--- src/rtl/ccff_chain_loader.sv ---
// Streams a word-wide bitstream MSB-first into a ccff configuration chain, with an
// optional flush pass that checks the chain tail against the first bits loaded.
module ccff_chain_loader #(
  parameter int CHAIN_LEN = 36,
  parameter int WORD_W    = 8,
  parameter bit READBACK  = 1'b0
) (
  input  logic              prog_clk,
  input  logic              pReset_n,
  input  logic              start,
  input  logic              abort,
  input  logic [WORD_W-1:0] bs_data,
  input  logic              bs_valid,
  output logic              bs_ready,
  output logic              ccff_head,
  output logic              ccff_shift_en,
  input  logic              ccff_tail,
  output logic              busy,
  output logic              done,
  output logic              err
);
  localparam int             WCW   = $clog2(WORD_W + 1);
  localparam int             CAP_W = (CHAIN_LEN < 32) ? CHAIN_LEN : 32;
  localparam logic [15:0]    LEN16 = 16'(CHAIN_LEN);
  localparam logic [15:0]    CAP16 = 16'(CAP_W);
  localparam logic [WCW-1:0] WLEN  = WCW'(WORD_W);
  localparam logic [WCW-1:0] WONE  = WCW'(1'b1);

  typedef enum logic [2:0] {
    S_IDLE  = 3'd0,
    S_LOAD  = 3'd1,
    S_SHIFT = 3'd2,
    S_FLUSH = 3'd3,
    S_DONE  = 3'd4
  } state_e;

  state_e            state_q, state_d;
  logic [WORD_W-1:0] sreg_q, sreg_d;
  logic [15:0]       bit_cnt_q, bit_cnt_d;
  logic [15:0]       rb_cnt_q, rb_cnt_d;
  logic [WCW-1:0]    wbit_q, wbit_d;
  logic [31:0]       cap_q, cap_d;
  logic              head_q, head_d;
  logic              shen_q, shen_d;
  logic              err_q, err_d;
  logic              ready_q, ready_d;
  logic              busy_q, busy_d;
  logic              done_q, done_d;
  logic              emit_s;
  logic [WORD_W-1:0] src_s;

  // Next-state, counter and output computation; emit_s marks a cycle that drives a new bit.
  always_comb begin
    state_d   = state_q;
    sreg_d    = sreg_q;
    bit_cnt_d = bit_cnt_q;
    rb_cnt_d  = rb_cnt_q;
    wbit_d    = wbit_q;
    cap_d     = cap_q;
    err_d     = err_q;
    head_d    = 1'b0;
    shen_d    = 1'b0;
    emit_s    = 1'b0;
    src_s     = '0;
    if (abort) begin
      state_d = S_IDLE;
    end else begin
      case (state_q)
        S_IDLE, S_DONE: begin
          if (start) begin
            state_d   = S_LOAD;
            bit_cnt_d = 16'd0;
            rb_cnt_d  = 16'd0;
            wbit_d    = '0;
            cap_d     = 32'd0;
            err_d     = 1'b0;
          end else begin
            state_d = state_q;
          end
        end
        S_LOAD: begin
          if (bs_valid) begin
            emit_s  = 1'b1;
            src_s   = bs_data;
            wbit_d  = WONE;
            state_d = S_SHIFT;
          end else begin
            state_d = S_LOAD;
          end
        end
        S_SHIFT: begin
          // The chain length check wins over word exhaustion so a partial word is dropped.
          if (bit_cnt_q == LEN16) begin
            if (READBACK) begin
              state_d = S_FLUSH;
              shen_d  = 1'b1;
            end else begin
              state_d = S_DONE;
            end
          end else if (wbit_q == WLEN) begin
            state_d = S_LOAD;
          end else begin
            emit_s = 1'b1;
            src_s  = sreg_q;
            wbit_d = wbit_q + WONE;
          end
        end
        S_FLUSH: begin
          if ((rb_cnt_q < CAP16) && (ccff_tail != cap_q[rb_cnt_q[4:0]])) begin
            err_d = 1'b1;
          end else begin
            err_d = err_q;
          end
          rb_cnt_d = rb_cnt_q + 16'd1;
          if (rb_cnt_d == LEN16) begin
            state_d = S_DONE;
          end else begin
            shen_d = 1'b1;
          end
        end
        default: begin
          state_d = S_IDLE;
        end
      endcase
    end
    if (emit_s) begin
      head_d    = src_s[WORD_W-1];
      shen_d    = 1'b1;
      sreg_d    = src_s << 1'b1;
      bit_cnt_d = bit_cnt_q + 16'd1;
    end else begin
      sreg_d = sreg_d;
    end
    if (emit_s && (bit_cnt_q < CAP16)) begin
      cap_d[bit_cnt_q[4:0]] = src_s[WORD_W-1];
    end else begin
      cap_d = cap_d;
    end
    ready_d = (state_d == S_LOAD);
    busy_d  = (state_d inside {S_LOAD, S_SHIFT, S_FLUSH});
    done_d  = (state_d == S_DONE);
  end

  // State and registered outputs; reset clears everything immediately.
  always_ff @(posedge prog_clk or negedge pReset_n) begin
    if (!pReset_n) begin
      state_q   <= S_IDLE;
      sreg_q    <= '0;
      bit_cnt_q <= 16'd0;
      rb_cnt_q  <= 16'd0;
      wbit_q    <= '0;
      cap_q     <= 32'd0;
      head_q    <= 1'b0;
      shen_q    <= 1'b0;
      err_q     <= 1'b0;
      ready_q   <= 1'b0;
      busy_q    <= 1'b0;
      done_q    <= 1'b0;
    end else begin
      state_q   <= state_d;
      sreg_q    <= sreg_d;
      bit_cnt_q <= bit_cnt_d;
      rb_cnt_q  <= rb_cnt_d;
      wbit_q    <= wbit_d;
      cap_q     <= cap_d;
      head_q    <= head_d;
      shen_q    <= shen_d;
      err_q     <= err_d;
      ready_q   <= ready_d;
      busy_q    <= busy_d;
      done_q    <= done_d;
    end
  end

  assign bs_ready      = ready_q;
  assign ccff_head     = head_q;
  assign ccff_shift_en = shen_q;
  assign busy          = busy_q;
  assign done          = done_q;
  assign err           = err_q;
endmodule
--- config.mk ---
export PLATFORM = sky130hd
export DESIGN_NAME = ccff_chain_loader
export DESIGN_NICKNAME = d
export VERILOG_FILES = /design/src/rtl/ccff_chain_loader.sv
export SDC_FILE = /design/constraint.sdc
export NUM_CORES = 1
export LEC_CHECK = 0
export CAP_MARGIN = 40
export CORE_MARGIN = 2
export CORE_UTILIZATION = 65
export DETAILED_ROUTE_END_ITERATION = 8
export GPL_TIMING_DRIVEN = 1
export PLACE_DENSITY = 0.88
export SLEW_MARGIN = 20
export SYNTH_ARGS = -nofsm -noshare
export SYNTH_HDL_FRONTEND = slang
export SYNTH_SLANG_ARGS = --single-unit
--- constraint.sdc ---
create_clock -name prog_clk -period 3.2 [get_ports prog_clk]
set_input_delay 0.32 -clock prog_clk [delete_from_list [all_inputs] [get_ports prog_clk]]
set_output_delay 0.32 -clock prog_clk [all_outputs]
set_load 0.03 [all_outputs]
==> results of run 1 <==
==> how the worst max path moves through the flow <==
stage,cells after the start,startpoint,endpoint,slack (ns)
6_report,7,bit_cnt_q[2],cap_q[0],0.40
5_1_grt,6,bit_cnt_q[2],bit_cnt_q[3],0.24
4_1_cts,7,bit_cnt_q[2],cap_q[29],0.43
3_5_place_dp,7,bit_cnt_q[2],cap_q[29],0.48
3_3_place_gp,6,bs_valid,cap_q[24],0.60
2_1_floorplan,7,rb_cnt_q[0],err,1.01
==> power by group through the flow <==
stage | clock network [W] | registers (W) | logic [W]
after global routing | 0.000831 | 0.00121 | 0.000396
after CTS | 0.000782 | 0.00120 | 0.000356
after detailed placement | 0 | 0.00122 | 0.000353
after floorplan | 0 | 0.00120 | 0.000256
final | 0.000779 | 0.00120 | 0.000354
after global placement | 0 | 0.00121 | 0.000337
==> flip-flops by register name, summed over array words and instances (netlist names) <==
name / count
busy: 1
wbit_q: 4
rb_cnt_q: 16
done: 1
cap_q: 32
ccff_head: 1
bit_cnt_q: 16
err: 1
state_q: 3
sreg_q: 7
bs_ready: 1
ccff_shift_en: 1
==> per-layer routing <==
layer | track usage, % | routed length (µm) | up-vias
li1 | - | - | 1816
met1 | 36.3 | 4580 | 1930
met2 | 45.0 | 5290 | 135
met3 | 4.42 | 562 | 29
met4 | 11.4 | 244 | 0
met5 | 0 | 0 | -
==> cells by family after synthesis <==
logic type,Yosys count,share of synthesized area [%]
adders and majority gates,7,1.80
buffers and inverters,50,5.19
xor gates and xnor gates,8,1.44
AOI/OAI and AO/OA,162,25.9
DFF,84,43.2
and+or+nand+nor,148,16.8
muxes,20,5.70
==> cell usage after synthesis (all sizes together) (5+ instances only) <==
cell type	instances	share of area, %
buf	20	2.9
o21ai	40	4.1
nand3b	5	0.77
nor4	6	0.77
nand3	17	2.0
a21oi	18	1.8
or3	7	0.90
clkbuf	20	1.5
mux2i	12	2.5
nor3	7	0.72
o211ai	34	6.2
nand4	9	1.2
ha	7	1.8
nand2	43	3.6
dfrtp	84	43
nor2	21	1.6
nand2b	7	1.1
a22oi	7	1.1
mux4	6	2.8
inv	10	0.77
xnor2	5	0.90
and3	10	1.3
o31ai	37	7.4
o41ai	5	0.90
==> through the flow <==
step / cells / total power (W)
2_1_floorplan: 479 / 0.00146
3_3_place_gp: 565 / 0.00155
3_5_place_dp: 566 / 0.00157
4_1_cts: 583 / 0.00233
5_1_grt: 583 / 0.00244
6_report: 583 / 0.00233
==> layout make-up <==
| cell class | instances | area [µm²] |
|---|---|---|
| clock buffer | 11 | 141 |
| multi-input combinational | 345 | 2520 |
| timing repair buffer | 29 | 290 |
| clock inverter | 5 | 60.1 |
| sequential | 84 | 2100 |
| fill | 517 | 1980 |
| inverter | 10 | 37.5 |
| tap | 99 | 124 |
==> run metrics, run 1 <==
r2r worst-path depth 7; main flop type after synthesis sky130_fd_sc_hd__dfrtp_1; startpoint of the lowest-slack register-to-register path bit_cnt_q[2]; commonest non-fill, non-tap cells in the layout sky130_fd_sc_hd__dfrtp_1, sky130_fd_sc_hd__nand2_1, sky130_fd_sc_hd__o211ai_1, sky130_fd_sc_hd__o21ai_0, sky130_fd_sc_hd__nor2_1; number of port buffers 19; clk slew on worst S/H paths 0.10 ns; cell-by-cell trace of the critical path or3b_1 > or2_4 > o211a_4 > a22oi_1 > a2111o_2 > buf_12 > o31ai_1; global-route wire length before repair 18,200 µm; Final Skew 0.0191 ns; CTS tree yes; number of unique standard cell types used by synthesis 62; vias in the first global route 3,755; fraction of layout instances using a drive strength above 1 16.1%; measured slew at the worst slew-check pin 0.592 ns; layout overhead on the synthesized area 8.22%; type of element capturing the critical path flip-flop; initial standard-cell utilization of the core 67.2%; number of pins exceeding their max-slew limit in the final report 0; number of antenna violations at the first check in global routing 0; number of cells produced by synthesis 479; data arrival time at the worst-slack endpoint 3.04 ns; core area 7250 µm²; sequential area share after synthesis 43.2%; final critical-path required period 2.80 ns; detail-routed net length per standard cell 18.3 µm; final hold violation count 0; final estimated routing congestion in global placement 0.866; CP max FO 19; type of the most critical hold path primary input to asynchronous set/reset pin; switching share of power 29.3%; final non-filler cell area 5270 µm²; asr flop ratio synth 100%; via/cell ratio 6.71; maximum number of pins on one net before global-route repair 44; highest cell delay on the worst timing path 0.64 ns; Clock H-tree levels 3; endpoints failing setup 0; I/O pin total 20; Syn Std Cell Area 4870 µm²; first-iteration detailed-routing DRC count 382; aggregate negative setup slack 0 ns; overall overflow remaining after global route 0; leading cell type in the layout, fill and taps excluded sky130_fd_sc_hd__dfrtp_1; maximum operating frequency 357 MHz; routed wire length 10,700 µm; register bit count reported by yosys 84; Reg-to-Reg End cap_q[0]; Die Wd 90.6 µm; minimum setup slack after placement 0.485 ns; Pre-antenna DRT Iters 5; Worst path top cell family by delay compound AO/OA/AOI/OAI gates; required time reported for the critical path endpoint 3.44 ns; CTS Root Buffer Type sky130_fd_sc_hd__clkbuf_8; number of warnings printed during yosys synthesis 0; power density over the cells 442 nW/µm²; Internal Power 0.00165 W; post-layout util 72.7%; Post-Syn Nets 500; clock group share of total power 33.4%; Row Count 31; unrepaired setup endpoints after global routing no; Resized cells post-CTS 0; portion of the clock cycle consumed by the worst path in the final layout 87.5%; Diodes inserted 0; kind of launch point of the worst setup path flip-flop; Final WS setup 0.399 ns; number of buffers on the longest clock path 2; placed standard-cell area 5060 µm²; vertical die dimension 90.6 µm; result of the run finished, final reports clean; post-layout net count 500; hold buffers post-CTS 1; crit path buf inv count 1; Avg Inst Size Synth 10.2 µm²; headroom to the max-slew limit 60.5%; clk sink count 84; number of buffers added by the clock tree synthesis step 9; number of remaining DRC errors 0; post-route worst hold slack 0.468 ns; maximum vdd drop 0.000254 V; setup repair bufs after CTS 0; Net Sw Power 0.000684 W; antenna-violating nets left 0; Gate power share 15.2%; clock latency reported for the late side of the worst-skew pair 0.36 ns; total leakage power 2.14 nW; minimum setup slack among reg-to-reg paths 0.40 ns; placed wire-length estimate after detailed placement 7060 µm; CP Class flip-flop to flip-flop; global-route total usage across every layer 27.4%; sequential share of power 51.3%; die area 8200 µm²; number of max-cap violations 0; cell at the slowest stage of the critical path sky130_fd_sc_hd__a2111o_2; via count 3,910; EDFF count, synth 0
Power figures use the tool's default switching activity.
==> inputs of run 2 (changes only) <==
--- a/config.mk
+++ b/config.mk
@@ -11,7 +11,6 @@
 export DETAILED_ROUTE_END_ITERATION = 8
 export GPL_TIMING_DRIVEN = 1
 export PLACE_DENSITY = 0.88
-export SLEW_MARGIN = 20
 export SYNTH_ARGS = -nofsm -noshare
 export SYNTH_HDL_FRONTEND = slang
 export SYNTH_SLANG_ARGS = --single-unit
==> results of run 2 <==
The final DEF is identical to that of run 1; final timing and power are the same.
